===== src/rtl/pcie_msi_pkg.sv =====
// Shared types and helpers for the MSI Memory Write TLP generator.
// Used by pcie_msi_tlp_gen and pcie_msi_tlp_hdr.
package pcie_msi_pkg;

    localparam logic [2:0] FMT_3DW_D = 3'b010;
    localparam logic [2:0] FMT_4DW_D = 3'b011;
    localparam logic [4:0] TYPE_MEM  = 5'b00000;

    typedef enum logic [2:0] {
        ST_IDLE,
        ST_HDR0,
        ST_HDR1,
        ST_HDR2,
        ST_HDR3,
        ST_DATA
    } msi_state_e;

    typedef struct packed {
        logic [63:0] addr;
        logic [15:0] data;
        logic [4:0]  vec;
        logic [2:0]  mme;
        logic [15:0] rid;
    } msi_req_t;

    localparam int MSI_REQ_W = $bits(msi_req_t);

    // Replace the low n bits of the message data with the vector, n = min(mme, 5).
    function automatic logic [15:0] msi_fold_vec(input logic [15:0] data,
                                                 input logic [4:0]  vec,
                                                 input logic [2:0]  mme);
        logic [2:0]  n;
        logic [15:0] mask;
        n    = (mme > 3'd5) ? 3'd5 : mme;
        mask = (16'h0001 << n) - 16'h0001;
        return (data & ~mask) | ({11'd0, vec} & mask);
    endfunction

endpackage


===== src/rtl/pcie_msi_tlp_hdr.sv =====
// Combinational builder of the MWr header DWs, payload DW and 3DW/4DW flag
// for one latched MSI request.
module pcie_msi_tlp_hdr
    import pcie_msi_pkg::*;
#(
    parameter logic [2:0] TC   = 3'b000,
    parameter logic [1:0] ATTR = 2'b00
)(
    input  logic [MSI_REQ_W-1:0] i_req,
    input  logic [7:0]           i_tag,
    output logic [31:0]          o_dw0,
    output logic [31:0]          o_dw1,
    output logic [31:0]          o_dw2,
    output logic [31:0]          o_dw3,
    output logic [31:0]          o_dwd,
    output logic                 o_is4dw
);

    msi_req_t    w_req;
    logic        w_is4dw;
    logic [31:0] w_addr_lo;
    logic        w_unused_addr;

    assign w_req         = i_req;
    assign w_is4dw       = (w_req.addr[63:32] != 32'd0);
    assign w_addr_lo     = {w_req.addr[31:2], 2'b00};
    assign w_unused_addr = ^w_req.addr[1:0];

    // {fmt, type, R, TC, R, TD, EP, ATTR, AT, length}
    assign o_dw0 = {(w_is4dw ? FMT_4DW_D : FMT_3DW_D), TYPE_MEM, 1'b0, TC, 4'b0000,
                    1'b0, 1'b0, ATTR, 2'b00, 10'd1};
    assign o_dw1 = {w_req.rid, i_tag, 4'h0, 4'hF};
    assign o_dw2 = w_is4dw ? w_req.addr[63:32] : w_addr_lo;
    assign o_dw3 = w_addr_lo;
    assign o_dwd = {16'h0000, msi_fold_vec(w_req.data, w_req.vec, w_req.mme)};

    assign o_is4dw = w_is4dw;

endmodule


===== src/rtl/pcie_msi_tlp_gen.sv =====
// Serialises MSI requests into posted MWr TLPs on a 32-bit TX stream.
// Optional one-entry request queue: define PCIE_MSI_TLP_QUEUE_EN.
module pcie_msi_tlp_gen
    import pcie_msi_pkg::*;
#(
    parameter logic [2:0] TC       = 3'b000,
    parameter logic [1:0] ATTR     = 2'b00,
    parameter logic [7:0] TAG_INIT = 8'h00
)(
    input  logic        clk,
    input  logic        rst_n,
    input  logic        msi_req_valid,
    output logic        msi_req_ready,
    input  logic [63:0] msi_addr,
    input  logic [15:0] msi_data,
    input  logic [4:0]  msi_vec,
    input  logic [2:0]  msi_mme,
    input  logic [15:0] requester_id,
    output logic        tx_valid,
    input  logic        tx_ready,
    output logic [31:0] tx_data,
    output logic        tx_sop,
    output logic        tx_eop,
    output logic        busy
);

    msi_state_e  r_state;
    msi_req_t    r_req;
    logic [7:0]  r_tag;
    logic        r_ready;
    logic        r_tx_valid;
    logic [31:0] r_tx_data;
    logic        r_sop;
    logic        r_eop;
    logic        r_busy;

    msi_req_t    w_in_req;
    msi_req_t    w_src_req;
    logic [7:0]  w_src_tag;
    logic        w_acc;
    logic        w_beat;
    logic        w_last;
    logic        w_launch;
    logic [31:0] w_dw0;
    logic [31:0] w_dw1;
    logic [31:0] w_dw2;
    logic [31:0] w_dw3;
    logic [31:0] w_dwd;
    logic        w_is4dw;

    assign w_in_req = {msi_addr, msi_data, msi_vec, msi_mme, requester_id};
    assign w_acc    = msi_req_valid & r_ready;
    assign w_beat   = r_tx_valid & tx_ready;
    assign w_last   = (r_state == ST_DATA) & w_beat;

`ifdef PCIE_MSI_TLP_QUEUE_EN
    msi_req_t r_q;
    logic     r_q_vld;
    logic     w_q_load;
    logic     w_q_pop;
    logic     w_q_next;

    // Requests taken while a TLP is in flight park in the queue; a parked
    // request launches straight out of DATA, or from IDLE on the next cycle.
    assign w_q_pop  = r_q_vld & ((r_state == ST_IDLE) | w_last);
    assign w_q_load = w_acc & (r_state != ST_IDLE);
    assign w_q_next = w_q_load | (r_q_vld & ~w_q_pop);
    assign w_launch = w_q_pop | (w_acc & (r_state == ST_IDLE));

    always_comb begin
        w_src_req = r_req;
        w_src_tag = r_tag;
        if (r_state == ST_IDLE) begin
            w_src_req = r_q_vld ? r_q : w_in_req;
        end else if (r_state == ST_DATA) begin
            w_src_req = r_q;
            w_src_tag = r_tag + 8'd1;
        end
    end
`else
    assign w_launch  = w_acc & (r_state == ST_IDLE);
    assign w_src_req = (r_state == ST_IDLE) ? w_in_req : r_req;
    assign w_src_tag = r_tag;
`endif

    pcie_msi_tlp_hdr #(
        .TC   (TC),
        .ATTR (ATTR)
    ) u_hdr (
        .i_req   (w_src_req),
        .i_tag   (w_src_tag),
        .o_dw0   (w_dw0),
        .o_dw1   (w_dw1),
        .o_dw2   (w_dw2),
        .o_dw3   (w_dw3),
        .o_dwd   (w_dwd),
        .o_is4dw (w_is4dw)
    );

    // Request payload registers carry no reset; they are only read after a launch.
    always_ff @(posedge clk) begin
        if (w_launch) begin
            r_req <= w_src_req;
        end
`ifdef PCIE_MSI_TLP_QUEUE_EN
        if (w_q_load) begin
            r_q <= w_in_req;
        end
`endif
    end

    always_ff @(posedge clk or negedge rst_n) begin
        if (!rst_n) begin
            r_state    <= ST_IDLE;
            r_tag      <= TAG_INIT;
            r_ready    <= 1'b0;
            r_tx_valid <= 1'b0;
            r_tx_data  <= 32'd0;
            r_sop      <= 1'b0;
            r_eop      <= 1'b0;
            r_busy     <= 1'b0;
`ifdef PCIE_MSI_TLP_QUEUE_EN
            r_q_vld    <= 1'b0;
`endif
        end else begin
`ifdef PCIE_MSI_TLP_QUEUE_EN
            r_q_vld <= w_q_next;
            r_ready <= ~w_q_next;
`else
            r_ready <= (r_state == ST_IDLE) ? ~w_acc : w_last;
`endif
            case (r_state)
                ST_IDLE: begin
                    if (w_launch) begin
                        r_state    <= ST_HDR0;
                        r_tx_valid <= 1'b1;
                        r_tx_data  <= w_dw0;
                        r_sop      <= 1'b1;
                        r_busy     <= 1'b1;
                    end
                end
                ST_HDR0: begin
                    if (w_beat) begin
                        r_state   <= ST_HDR1;
                        r_tx_data <= w_dw1;
                        r_sop     <= 1'b0;
                    end
                end
                ST_HDR1: begin
                    if (w_beat) begin
                        r_state   <= ST_HDR2;
                        r_tx_data <= w_dw2;
                    end
                end
                ST_HDR2: begin
                    if (w_beat) begin
                        if (w_is4dw) begin
                            r_state   <= ST_HDR3;
                            r_tx_data <= w_dw3;
                        end else begin
                            r_state   <= ST_DATA;
                            r_tx_data <= w_dwd;
                            r_eop     <= 1'b1;
                        end
                    end
                end
                ST_HDR3: begin
                    if (w_beat) begin
                        r_state   <= ST_DATA;
                        r_tx_data <= w_dwd;
                        r_eop     <= 1'b1;
                    end
                end
                ST_DATA: begin
                    if (w_beat) begin
                        r_tag <= r_tag + 8'd1;
                        r_eop <= 1'b0;
                        if (w_launch) begin
                            r_state   <= ST_HDR0;
                            r_tx_data <= w_dw0;
                            r_sop     <= 1'b1;
                        end else begin
                            r_state    <= ST_IDLE;
                            r_tx_valid <= 1'b0;
                            r_tx_data  <= 32'd0;
                            r_busy     <= 1'b0;
                        end
                    end
                end
                default: begin
                    r_state    <= ST_IDLE;
                    r_tx_valid <= 1'b0;
                    r_sop      <= 1'b0;
                    r_eop      <= 1'b0;
                    r_busy     <= 1'b0;
                end
            endcase
        end
    end

    assign msi_req_ready = r_ready;
    assign tx_valid      = r_tx_valid;
    assign tx_data       = r_tx_data;
    assign tx_sop        = r_sop;
    assign tx_eop        = r_eop;
    assign busy          = r_busy;

endmodule


===== config.mk =====
export PLATFORM = sky130hd
export DESIGN_NAME = pcie_msi_tlp_gen
export DESIGN_NICKNAME = d
export VERILOG_FILES = /design/src/rtl/pcie_msi_pkg.sv /design/src/rtl/pcie_msi_tlp_hdr.sv /design/src/rtl/pcie_msi_tlp_gen.sv
export SDC_FILE = /design/constraint.sdc
export NUM_CORES = 1
export LEC_CHECK = 0
export CORE_ASPECT_RATIO = 2
export CORE_MARGIN = 8
export CORE_UTILIZATION = 58
export CTS_CLUSTER_DIAMETER = 30
export CTS_CLUSTER_SIZE = 40
export DETAILED_ROUTE_END_ITERATION = 8
export DONT_BUFFER_PORTS = 1
export PLACE_DENSITY = 0.74
export SLEW_MARGIN = 20
export SYNTH_ARGS = -nofsm -noshare
export SYNTH_HDL_FRONTEND = slang
export SYNTH_SLANG_ARGS = --single-unit

===== constraint.sdc =====
create_clock -name clk -period 8.3 [get_ports clk]
set_input_delay 1.66 -clock clk [delete_from_list [all_inputs] [get_ports clk]]
set_output_delay 1.66 -clock clk [all_outputs]
set_load 0.05 [all_outputs]

==> impl_metrics.ini <==
[outcome]
outcome = finished clean

[final_layout]
fill_cells = 1033
diodes = 0
design_area_um2 = 8260
area_growth_pct = 8.82
layout-drive-gt1-share_pct = 11.6
nNetsFinal = 813
final_common_cell = nand2_1
final_cell_mix = nand2_1, edfxtp_1, inv_1, dfrtp_1, mux2i_1

[yosys]
synth.avg_cell_area_um2 = 10.6
synth_warnings = 0
synth_seq_cells = 149
dominantRegCellSynth = edfxtp_1
synth_edf_count = 102
yosysTopAreaCell = edfxtp_1
netlist_area_um2 = 7590
ys_types = 64
seq_area_frac_synth_pct = 55.9
synth_cells = 716
synthArstFlopShare_pct = 31.5
synth_nets = 825
yosysTopAreaCellShare_pct = 40.4
ys_top_cells_by_area = edfxtp_1, dfrtp_1, nand2_1

[timing]
report.final.slew_viol_count = 0
max_slew.worst_pin.slew_ps = 1050
setup_violations = 0
rsz0062_at_grt = no
max_slew_margin_pct = 29.8
period_minus_slack_ps = 3770
finalHoldViolCount = 0
final.setup.tns_ps = 0
finalCritPeriodShare_pct = 45.4
whs_ps = 482
finalClockSkew_ps = 9.96
fmaxAchievable_ghz = 0.265

[clocking]
htree_levels = 4
clock_latency_ps = 420
post_cts_buffers = 0
cts_tree = built
cts_num_sinks = 149
path_clk_slew_ps = 60
root_buffer = clkbuf_16
hold_buffers = 0
ctsResizeCount = 0
cts.path.max_buffers = 2
cts_buffers = 17

[place]
placed_area_um2 = 7630
port_buffers = 0
post-dp-hpwl_um = 15000
gp_congestion = 0.941

[global_routing]
grt-ovfl-total = 0
grt_pass1_vias = 5879
antenna_found_initial = 0
grt_max_degree = 64
grt.total_usage_pct = 24.0
grt_pass1_wl_um = 31800

[floorplanning]
die_x_um = 96.9
start_util_pct = 58.8
die_height_um = 178
coreArea_um2 = 12900
io_pins = 145
dieArea_um2 = 17200
rows = 59

[detailed_routing]
wl_per_cell_um = 23.9
drc = 0
vias = 5655
routed_wl_um = 20800
first_pass_iters = 6
viasPerCell = 6.51
drtIter0Drc = 470
postRouteAntennaNets = 0

[worst_setup_path]
startpoint_type = flop
endpoint_kind = flop
worst_ep_arrival_time_ps = 4080
worstPathRequired_ps = 8600
crit_fanout = 18
critPathKind = reg2reg

[power]
p_per_area_nw_per_um2 = 195
peakVddDrop_mv = 0.189
leakage_nw = 2.83
power_mw = 1.61

[job]
maxCapViolations = 0

[min_path]
worstHoldPathType = reg2reg
[layout make-up]
| type | count | area (um2) | share of cell area (%) |
|---|---|---|---|
| sequential | 149 | 4240 | 51.3 |
| multi-input combinational | 477 | 2940 | 35.6 |
| clock buffer | 19 | 433 | 5.24 |
| clock inverter | 13 | 198 | 2.39 |
| tap | 152 | 190 | 2.30 |
| inverter | 48 | 180 | 2.18 |
| timing repair buffer | 11 | 82.6 | 1.00 |
[metrics by stage]
| step | cells | setup WS, ps | util (%) |
|---|---|---|---|
| after floorplan | 716 | 1590 | - |
| after global placement | 837 | 4320 | 59.0 |
| after detailed placement | 837 | 4210 | 59.0 |
| after CTS | 869 | 4550 | 63.9 |
| after global routing | 869 | 4320 | 63.9 |
| final | 869 | 4530 | 63.9 |
[final timing paths]
| path | startpoint | to | slack [ps] | cells after the start |
|---|---|---|---|---|
| max | busy$_DFFE_PN0P_ | tx_data[17]$_DFFE_PN0P_ | 4530 | 4 |
| min | r_tag[7]$_DFFE_PN0P_ | r_tag[7]$_DFFE_PN0P_ | 480 | 1 |
| max reg2reg | busy$_DFFE_PN0P_ | tx_data[17]$_DFFE_PN0P_ | 4530 | 4 |
| min reg2reg | r_tag[7]$_DFFE_PN0P_ | r_tag[7]$_DFFE_PN0P_ | 480 | 1 |
| max in group asynchronous | rst_n | r_tag[1]$_DFFE_PN0P_ | 7250 | 0 |
| min in group asynchronous | rst_n | tx_data[1]$_DFFE_PN0P_ | 930 | 0 |
[cells by family (layout without fill, tap and decap cells)]
| group | Yosys count | count (layout) | share of synthesized area [%] |
|---|---|---|---|
| xor+xnor | 8 | 8 | 0.923 |
| buf+inv | 90 | 91 | 5.69 |
| mux | 48 | 48 | 6.51 |
| fa+ha+maj | 1 | 1 | 0.165 |
| flops | 149 | 149 | 55.9 |
| simple gates | 292 | 292 | 17.2 |
| compound gates | 128 | 128 | 13.7 |
[power breakdown]
group | leakage [nW] | internal [mW] | switching [mW]
logic | 1.32 | 0.00167 | 0.000661
clock network | 0.296 | 0.509 | 0.314
registers | 1.21 | 0.787 | 0
[layer usage]
layer  vias to the layer above  share of wire (%)  track usage [%]
li1                       2555                  -                -
met2                       289                 52             42.1
met4                         0                5.7             16.5
met1                      2742                 34             24.2
met3                        69                8.2             6.55
met5                         -                  0                0
[synth_stat cells, types with 9 or more instances]
master and count:
nor2_1 22, nor4_1 18, clkbuf_1 19, edfxtp_1 102
buf_2 11, mux2i_1 40, nand2_1 197, nand3_1 16
o2bb2ai_1 12, o221ai_1 9, a22oi_1 23, o221ai_2 10
o21ai_0 24, inv_1 47, dfrtp_1 47
[flip-flops by register name, summed over array words and instances (netlist names)]
register       cells
tx_sop             1
r_tag              8
tx_data           32
busy               1
r_state            3
r_req            102
msi_req_ready      1
tx_eop             1
[worst max-delay path: stages (launching register included)]
cell,delay (ps)
dfrtp_1,1040
nand2_1,560
a211oi_4,790
nand3b_1,820
o221ai_1,440
No activity file was read; power rests on OpenSTA's default activity.
